<file path="config.mk">
export PLATFORM = sky130hd
export DESIGN_NAME = stream_xbar_rr
export DESIGN_NICKNAME = d
export VERILOG_FILES = /design/src/rtl/stream_xbar_pkg.sv /design/src/rtl/stream_xbar_rr_arbiter.sv /design/src/rtl/stream_xbar_rr.sv
export SDC_FILE = /design/constraint.sdc
export NUM_CORES = 1
export LEC_CHECK = 0
export BUFFER_PORTS_ARGS = -buffer_cell sky130_fd_sc_hd__clkbuf_2
export CORE_AREA = 2 2 127 129
export CTS_CLUSTER_SIZE = 10
export DETAILED_ROUTE_END_ITERATION = 12
export DIE_AREA = 0 0 129 131
export GPL_TIMING_DRIVEN = 0
export PLACE_DENSITY = 0.76
export SETUP_SLACK_MARGIN = 0.4
export SYNTH_ARGS = -nofsm -noshare
export SYNTH_HDL_FRONTEND = slang
export SYNTH_SLANG_ARGS = --single-unit
</file>
<file path="constraint.sdc">
create_clock -name clk -period 8.15 [get_ports clk]
set_input_delay 1.2225 -clock clk [delete_from_list [all_inputs] [get_ports clk]]
set_output_delay 1.2225 -clock clk [all_outputs]
set_load 0.01 [all_outputs]
</file>
<file path="src/rtl/stream_xbar_pkg.sv">
// Shared types and helpers for the registered, packet-aware stream crossbar.
package stream_xbar_pkg;

  localparam int unsigned ARB_RR      = 0;
  localparam int unsigned ARB_FIXED   = 1;
  localparam int unsigned MAX_BUS_W   = 256;
  localparam int unsigned MAX_SLICE_W = 32;

  typedef enum logic {
    IDLE = 1'b0,
    BUSY = 1'b1
  } arb_state_e;

  // Extract slice idx of width w from a packed per-source bus (zero-extended by the caller).
  function automatic logic [MAX_SLICE_W-1:0] slice_src(
    input logic [MAX_BUS_W-1:0] bus,
    input int unsigned          idx,
    input int unsigned          w
  );
    logic [MAX_BUS_W-1:0] shifted;
    shifted = bus >> (idx * w);
    return MAX_SLICE_W'(shifted);
  endfunction

endpackage

</file>
<file path="src/rtl/stream_xbar_rr_arbiter.sv">
// Per-master arbiter: picks a source in IDLE, then holds it until its last beat is accepted.
module xbar_rr_arbiter
  import stream_xbar_pkg::*;
#(
  parameter int unsigned S_COUNT  = 5,
  parameter int unsigned ARB_MODE = ARB_RR,
  parameter int unsigned IW       = $clog2(S_COUNT)
) (
  input  logic               clk,
  input  logic               rst,
  input  logic [S_COUNT-1:0] req,
  input  logic [S_COUNT-1:0] valid,
  input  logic [S_COUNT-1:0] last,
  input  logic               adv,
  output logic [S_COUNT-1:0] grant_c,
  output logic [IW-1:0]      grant_idx_c,
  output logic               busy,
  output logic [IW-1:0]      lock_idx
);

  arb_state_e    state_q;
  logic [IW-1:0] ptr_q;
  logic          found_c;
  logic          accept_c;
  int unsigned   cand_c;

  // Winner selection: locked source when BUSY, else first requester from the search base.
  always_comb begin
    grant_c     = '0;
    grant_idx_c = '0;
    found_c     = 1'b0;
    accept_c    = 1'b0;
    cand_c      = 0;
    if (state_q == BUSY) begin
      grant_idx_c = lock_idx;
      found_c     = 1'b1;
    end else begin
      for (int unsigned k = 0; k < S_COUNT; k++) begin
        cand_c = ((ARB_MODE == ARB_RR) ? 32'(ptr_q) : 32'd0) + k;
        if (cand_c >= S_COUNT) cand_c = cand_c - S_COUNT;
        if (!found_c && req[IW'(cand_c)]) begin
          found_c     = 1'b1;
          grant_idx_c = IW'(cand_c);
        end
      end
    end
    grant_c[grant_idx_c] = found_c;
    accept_c = found_c && valid[grant_idx_c] && adv;
  end

  always_ff @(posedge clk or posedge rst) begin
    if (rst) begin
      state_q  <= IDLE;
      busy     <= 1'b0;
      ptr_q    <= '0;
      lock_idx <= '0;
    end else if (accept_c) begin
      if (last[grant_idx_c]) begin
        state_q <= IDLE;
        busy    <= 1'b0;
        if (ARB_MODE == ARB_RR)
          ptr_q <= (grant_idx_c == IW'(S_COUNT - 1)) ? '0 : grant_idx_c + IW'(1);
      end else begin
        state_q  <= BUSY;
        busy     <= 1'b1;
        lock_idx <= grant_idx_c;
      end
    end
  end

endmodule

</file>
<file path="src/rtl/stream_xbar_rr.sv">
// Registered packet crossbar: S valid/ready sources to M masters, one output register per master.
module stream_xbar_rr
  import stream_xbar_pkg::*;
#(
  parameter int unsigned T_DATA_WIDTH = 8,
  parameter int unsigned S_DATA_COUNT = 5,
  parameter int unsigned M_DATA_COUNT = 3,
  parameter int unsigned T_ID___WIDTH = $clog2(S_DATA_COUNT),
  parameter int unsigned T_DEST_WIDTH = (M_DATA_COUNT > 1) ? $clog2(M_DATA_COUNT) : 1,
  parameter int unsigned ARB_MODE     = ARB_RR
) (
  input  logic                                 clk,
  input  logic                                 rst,
  input  logic [T_DATA_WIDTH*S_DATA_COUNT-1:0] s_data_i,
  input  logic [T_DEST_WIDTH*S_DATA_COUNT-1:0] s_dest_i,
  input  logic [S_DATA_COUNT-1:0]              s_last_i,
  input  logic [S_DATA_COUNT-1:0]              s_valid_i,
  output logic [S_DATA_COUNT-1:0]              s_ready_o,
  output logic [T_DATA_WIDTH*M_DATA_COUNT-1:0] m_data_o,
  output logic [T_ID___WIDTH*M_DATA_COUNT-1:0] m_id_o,
  output logic [M_DATA_COUNT-1:0]              m_last_o,
  output logic [M_DATA_COUNT-1:0]              m_valid_o,
  input  logic [M_DATA_COUNT-1:0]              m_ready_i
);

  logic [S_DATA_COUNT-1:0][T_DEST_WIDTH-1:0] src_dest_c;
  logic [S_DATA_COUNT-1:0]                   locked_c;
  logic [S_DATA_COUNT-1:0]                   src_busy_c;
  logic [S_DATA_COUNT-1:0]                   bad_dest_c;
  logic [S_DATA_COUNT-1:0]                   drop_q;

  logic [M_DATA_COUNT-1:0][S_DATA_COUNT-1:0] req_c;
  logic [M_DATA_COUNT-1:0][S_DATA_COUNT-1:0] grant_c;
  logic [M_DATA_COUNT-1:0][T_ID___WIDTH-1:0] grant_idx_c;
  logic [M_DATA_COUNT-1:0][T_ID___WIDTH-1:0] lock_idx;
  logic [M_DATA_COUNT-1:0]                   busy;
  logic [M_DATA_COUNT-1:0]                   adv_c;
  logic [M_DATA_COUNT-1:0]                   accept_c;

  logic [M_DATA_COUNT-1:0][T_DATA_WIDTH-1:0] m_data_q;
  logic [M_DATA_COUNT-1:0][T_ID___WIDTH-1:0] m_id_q;

  assign m_data_o = m_data_q;
  assign m_id_o   = m_id_q;

  // Sources already owned by a master or mid-drop may not open a new request.
  always_comb begin
    src_dest_c = '0;
    locked_c   = '0;
    src_busy_c = '0;
    bad_dest_c = '0;
    req_c      = '0;
    for (int unsigned i = 0; i < S_DATA_COUNT; i++) begin
      src_dest_c[i] = T_DEST_WIDTH'(slice_src(MAX_BUS_W'(s_dest_i), i, T_DEST_WIDTH));
      for (int unsigned j = 0; j < M_DATA_COUNT; j++)
        if (busy[j] && lock_idx[j] == T_ID___WIDTH'(i)) locked_c[i] = 1'b1;
      src_busy_c[i] = locked_c[i] | drop_q[i];
      bad_dest_c[i] = s_valid_i[i] && !src_busy_c[i] && (32'(src_dest_c[i]) >= M_DATA_COUNT);
      for (int unsigned j = 0; j < M_DATA_COUNT; j++)
        req_c[j][i] = s_valid_i[i] && !src_busy_c[i] && (32'(src_dest_c[i]) == j);
    end
  end

  always_comb begin
    adv_c = '0;
    for (int unsigned j = 0; j < M_DATA_COUNT; j++)
      adv_c[j] = !rst && (!m_valid_o[j] || m_ready_i[j]);
  end

  for (genvar j = 0; j < M_DATA_COUNT; j++) begin : g_arb
    xbar_rr_arbiter #(
      .S_COUNT (S_DATA_COUNT),
      .ARB_MODE(ARB_MODE),
      .IW      (T_ID___WIDTH)
    ) u_arb (
      .clk        (clk),
      .rst        (rst),
      .req        (req_c[j]),
      .valid      (s_valid_i),
      .last       (s_last_i),
      .adv        (adv_c[j]),
      .grant_c    (grant_c[j]),
      .grant_idx_c(grant_idx_c[j]),
      .busy       (busy[j]),
      .lock_idx   (lock_idx[j])
    );
  end

  // Dropped packets are always accepted so the source drains through to its last beat.
  always_comb begin
    s_ready_o = '0;
    accept_c  = '0;
    for (int unsigned j = 0; j < M_DATA_COUNT; j++)
      accept_c[j] = adv_c[j] && |(grant_c[j] & s_valid_i);
    for (int unsigned i = 0; i < S_DATA_COUNT; i++) begin
      s_ready_o[i] = !rst && (drop_q[i] || bad_dest_c[i]);
      for (int unsigned j = 0; j < M_DATA_COUNT; j++)
        if (grant_c[j][i] && adv_c[j]) s_ready_o[i] = 1'b1;
    end
  end

  always_ff @(posedge clk or posedge rst) begin
    if (rst) begin
      drop_q <= '0;
    end else begin
      for (int unsigned i = 0; i < S_DATA_COUNT; i++) begin
        if (drop_q[i]) begin
          if (s_valid_i[i] && s_last_i[i]) drop_q[i] <= 1'b0;
        end else if (bad_dest_c[i] && !s_last_i[i]) begin
          drop_q[i] <= 1'b1;
        end
      end
    end
  end

  // Output register per master; holds while stalled, empties after a handshake with no refill.
  always_ff @(posedge clk or posedge rst) begin
    if (rst) begin
      m_data_q  <= '0;
      m_id_q    <= '0;
      m_last_o  <= '0;
      m_valid_o <= '0;
    end else begin
      for (int unsigned j = 0; j < M_DATA_COUNT; j++) begin
        if (accept_c[j]) begin
          m_data_q[j]  <= T_DATA_WIDTH'(slice_src(MAX_BUS_W'(s_data_i), 32'(grant_idx_c[j]), T_DATA_WIDTH));
          m_id_q[j]    <= grant_idx_c[j];
          m_last_o[j]  <= s_last_i[grant_idx_c[j]];
          m_valid_o[j] <= 1'b1;
        end else if (m_ready_i[j]) begin
          m_valid_o[j] <= 1'b0;
        end
      end
    end
  end

endmodule
</file>
# ---- After elaboration in Yosys (flattened, before gate mapping)
# Cells that the tools add are included.
# Widths: inputs -> output; s select.
dict set report word_totals {
  reg_bits 65
  latch_bits 0
  ram_bits 0
  romBits 0
  input_bits 65
  output_inout_bits 44
  wordCells 469
  n_memories 0
}
dict set report op_classes {
  add_sub_neg 30
  mul 0
  div_mod_pow 0
  n_lt_le_gt_ge 41
  n_eq_ne 25
  shift 3
  muxes 183
  bitwise 14
  reduce_logical 151
}
# operator count
set op_table {}
lappend op_table {{$mux 3} 51}
lappend op_table {{$shr 40x6->8} 3}
lappend op_table {{$mux 1} 108}
lappend op_table {{$logic_and 1x1->1} 97}
lappend op_table {{$lt 3x4->1 const B} 18}
lappend op_table {{$bmux 1 s3} 21}
lappend op_table {{$ge 4x3->1 const B} 12}
lappend op_table {{$sub 3x3->3 const B} 15}
lappend op_table {{$and 5x5->5} 6}
lappend op_table {{$logic_not 1->1} 26}
lappend op_table {{$add 3x2->4 const B} 6}
lappend op_table {{$eq 3x2->1 const B} 6}
lappend op_table {{$eq 3x3->1 const B} 6}
lappend op_table {{$reduce_or 5->1} 3}
lappend op_table {{$add 3x1->4 const B} 3}
lappend op_table {{$add 3x3->4 const B} 3}
lappend op_table {{$reduce_and 2->1} 6}
lappend op_table {{$eq 2x1->1 const B} 5}
lappend op_table {{$eq 2x2->1 const B} 5}
lappend op_table {{$ge 2x2->1 const B} 5}
lappend op_table {{$logic_not 2->1} 5}
lappend op_table {{$add 3x1->3 const B} 3}
lappend op_table {{$demux 1 s3} 3}
lappend op_table {{$eq 3x1->1 const B} 3}
lappend op_table {{other kinds (7)} 28}

# ---- Longest topological paths before layout
dict set report logic_depth {
  ltp_word 38
  depth_mapped 23
  ltp_nobuf 19
}

# ---- Cells and area by module
# A second synthesis with hierarchy kept.
dict set report hier_totals {
  cells_unflattened 1005
  area_unflattened_um2 8451.9
}
# module n_inst cells_per_inst area_each_um2 seq_area_each_um2
set modules_own_cells {}
lappend modules_own_cells {stream_xbar_rr 1 390 3445.8 1101.1}
lappend modules_own_cells {{xbar_rr_arbiter (g_arb[0].u_arb ...)} 2 194 1655.3 175.2}
lappend modules_own_cells {{xbar_rr_arbiter (g_arb[2].u_arb)} 1 227 1695.4 175.2}

# ---- Least setup slack after synthesis
# No wires, ideal clock.
dict set report synth_path {
  kind {reg-to-output}
  startpoint {reg g_arb[1].u_arb.ptr_q[0]}
  endpoint {out s_ready_o[4]}
  arrival_ps 4487
  t_required_ps 6928
  setup_slack_ps 2441
  stages_incl_launch_ff 19
  path_buffers 4
  cell_sequence {dfrtp_1 > clkbuf_1 > inv_1 > clkbuf_1 > ha_1 > clkbuf_1 > nand2b_1 > o32a_1 > and2_0 > a2111o_1 > o211a_1 > nor3_2 > o2111ai_1 > a211o_1 > o21ai_1 > and2_1 > clkbuf_1 > a21boi_0 > o21ai_0}
}
dict set report synth_between {
  elab_chain_len 31
  elab_cells_between_ends 67
  cone_classes {add/sub: 9; order compare: 7; mux: 40; bitwise: 1; reduce/logical: 10}
}
# item line
set synth_rtl {}
lappend synth_rtl {{start, declared} stream_xbar_rr_arbiter.sv:22} ;# logic [IW-1:0] ptr_q;
lappend synth_rtl {{start signal, assigned} stream_xbar_rr_arbiter.sv:62} ;# ptr_q <= (grant_idx_c == IW'(S_COUNT - 1)) ? '0 : grant_idx_c + IW'(1);
lappend synth_rtl {{parallel branches: the longest is 27 deep, another holds $add 3x1->4} --}
lappend synth_rtl {{$and 5x5->5 (no line) (*)} --}
lappend synth_rtl {{$logic_and 1x1->1 (*)} stream_xbar_rr.sv:98} ;# if (grant_c[j][i] && adv_c[j]) s_ready_o[i] = 1'b1;
lappend synth_rtl {{$mux 1 (*) (2 in series)} stream_xbar_rr.sv:98}
lappend synth_rtl {{end, declared} stream_xbar_rr.sv:18} ;# output logic [S_DATA_COUNT-1:0] s_ready_o,
# Every way passes the cells marked *. The select of a mux whose other input is x is not followed.

# ---- Final worst setup path
# Same ends and word-level chain as after synthesis.

==> impl_metrics.yaml <==
final_layout:
  design_area_sq_um: 8830
  area_delta_synth_final_pct: 15.2
  layoutNonFillerInstCount: 1305
  drive_gt1_share_pct: 17.4
  layout_commonest_cell: "clkbuf_2"
  layout_common_cells: "clkbuf_2 (109), a21oi_1 (94), nor2_1 (94)"
  nets: 1182
  antenna_cells: 0
timing:
  worst_pin_slew_ns: 0.960
  layout_min_cycle_time_ns: 7.24
  max_freq_mhz: 138
  drv_slew: 0
  skew_ns: 0.00798
  relSlewSlack_pct: 35.4
  setup_violations: 0
  rsz0062_at_grt: "no"
  fin_tns_setup_ns: 0
  fin_ws_ns: 0.910
  hold_viol: 0
  finalCritPeriodShare_pct: 88.8
clocking:
  clk_pin_slew_ns: 0.06
  cts_tree: "yes"
  clkLatencyLatePin_ns: 0.34
  clock_path_buffers: 2
  clock-sinks: 65
  cts_max_level: 3
  cts-root-buf: "clkbuf_16"
  cts_made_buffers: 9
  cts_setup_buffers: 0
die:
  num_rows: 46
  io_pins: 109
  dieArea_sq_um: 16900
  fp.dieW_microns: 129
  die_y_microns: 131
  core_sq_um: 15600
  start_util_pct: 49.2
job:
  maxCapViolCount: 0
synthesis:
  syn_area_per_cell_sq_um: 7.95
  synth_fa_ha_area_share_pct: 5.68
  synthCells: 965
  syn_area_sq_um: 7670
  synthArstFlopShare_pct: 100
  ys_types: 94
  synth_flop_cell: "dfrtp_1"
  synth.area.mux_share_pct: 12.5
  synth_compound_gate_area_share_pct: 28.0
  synthSimpleGateAreaFrac_pct: 26.5
  yosysSeqAreaShare_pct: 21.2
  synth-edff-count: 0
  synth_fp_nets: 1063
  yosysWarnings: 0
  synth_top_family_by_area: "compound AO/OA/AOI/OAI gates"
  synth-xor-area-share_pct: 1.03
  ys_seq_elements: 65
detailed_routing:
  wl_per_cell_microns: 20.3
  routed-via-count: 8570
  drc: 0
  wl_met1_microns: 11000
  antenna_left: 0
  routed_wirelength_microns: 26500
  wl_met3_microns: 2300
  drt_first_iter_violations: 863
  via_per_inst: 6.57
  topRoutingLayerUsed: "met4"
  drt_first_pass_iters: 6
  wl_met2_microns: 12300
place:
  dp_cells: 1289
  pre_cts_ws_ns: 1.14
  port_buffers: 107
  dp_hpwl_microns: 20300
  gp_congestion: 0.946
  dpl-instance-area_sq_um: 8490
critical_path:
  critPathLaunchType: "flop"
  cp_max_fo: 11
  arrival_ns: 6.02
  end_kind: "output port"
  worst-endpoint-required_ns: 6.93
  timing_worst_setup_path_type: "reg -> out"
grt:
  grtUsageTotal_pct: 30.9
  first_global_vias: 7852
  antenna_found_initial: 0
  grt_pass1_wl_microns: 41300
  grt-ovfl-total: 0
  grt_max_degree: 43
worst_hold_path:
  hold_class: "reg -> reg"
status:
  outcome: "finished, final reports clean"
through the flow:
stage               utilization [%]  hold slack (ns)
floorplan                         -            0.493
finish                         56.6            0.491
global route                   56.6            0.525
CTS                            56.6            0.502
detailed placement             54.5            0.489
global placement               54.3            0.462
metal layers:
metal  vias to the layer above  GRT usage [%]
met5                         -              0
met4                         0           13.2
met3                        75           4.80
met2                       489           51.0
met1                      4076           40.4
li1                       3930              -
area by class of cell:
class | count | area, sq um
Inverter | 49 | 184
Sequential cell | 65 | 1630
Tap cell | 216 | 270
Buffer | 51 | 210
Clock inverter | 7 | 103
Multi-Input combinational cell | 800 | 5660
Clock buffer | 9 | 225
Fill cell | 1476 | 6770
Timing Repair Buffer | 108 | 556
state kept, by name, summed over array words and instances, names as in the netlist:
register and cells:
drop_q 5, g_arb.u_arb.busy 2, g_arb.u_arb.lock_idx 9, g_arb.u_arb.ptr_q 9, g_arb.u_arb.state_q 1, m_data_o 24, m_id_o 9, m_last_o 3
m_valid_o 3
timing repair:
item,in CTS,in global routing
resized for setup,0,6
hold buffers,0,0
setup endpoints to repair,0,3
worst paths after layout:
kind / start / endpoint / slack, ns / cells after the start
max in group asynchronous: rst / g_arb[0].u_arb.ptr_q[0] / 6.36 / 3
setup reg to reg: g_arb[1].u_arb.ptr_q[0] / g_arb[1].u_arb.lock_idx[2] / 1.97 / 18
setup / recovery: g_arb[1].u_arb.ptr_q[0] / s_ready_o[4] / 0.91 / 20
hold reg to reg: m_last_o[2] / m_last_o[2] / 0.49 / 1
hold / removal: m_last_o[2] / m_last_o[2] / 0.49 / 1
min in group asynchronous: rst / drop_q[4] / 1.18 / 2
cell usage after synthesis (8+ instances only):
library cell / number / share of area, %
inv_1: 44 / 2.2
o2bb2ai_1: 10 / 1.1
nand2b_1: 21 / 1.7
mux2_2: 13 / 1.9
a21oi_1: 95 / 6.2
a21o_1: 9 / 0.88
xnor2_1: 8 / 0.91
nor4_1: 10 / 0.82
buf_2: 13 / 0.85
nand2_1: 68 / 3.3
a31oi_1: 11 / 0.90
ha_1: 30 / 4.9
or4_1: 8 / 0.78
dfrtp_1: 65 / 21
clkbuf_1: 33 / 1.6
a211oi_1: 9 / 0.88
nand4_1: 18 / 1.5
mux4_2: 8 / 2.3
or3_1: 8 / 0.65
nor2_1: 94 / 4.6
nor2b_1: 14 / 1.1
a22oi_1: 9 / 0.88
nor4bb_1: 9 / 1.2
mux2i_1: 55 / 7.2
o211ai_1: 12 / 1.2
o21a_1: 12 / 1.2
nor3_1: 22 / 1.4
nand3_1: 26 / 1.7
o22ai_1: 13 / 1.1
o21ai_0: 33 / 2.2
worst max-delay path: stages, from the launching register on:
cell and delay [ns]:
dfrtp_1 0.45, clkbuf_1 0.35, inv_1 0.10, clkbuf_1 0.30
ha_1 0.38, clkbuf_1 0.37, inv_1 0.27, o32a_1 0.23
and2_0 0.23, a2111o_1 0.44, o211a_1 0.17, nor3_2 0.40
o2111ai_1 0.20, o221ai_1 0.32, buf_2 0.32, and2_1 0.20
and2_1 0.13, clkbuf_2 0.28, a21boi_0 0.18, o21ai_0 0.18
clkbuf_2 0.18
logic make-up (layout without fill, tap and decap cells):
| logic type | after synthesis | in the layout |
|---|---|---|
| xor+xnor | 9 | 9 |
| mux | 83 | 83 |
| buf+inv | 100 | 224 |
| flops | 65 | 65 |
| compound gates | 309 | 309 |
| simple gates | 366 | 366 |
| fa+ha+maj | 33 | 33 |
Power is left out: the tool's default activity adds up to more than one toggle a clock period on the data nets, which glitch-free logic cannot reach.
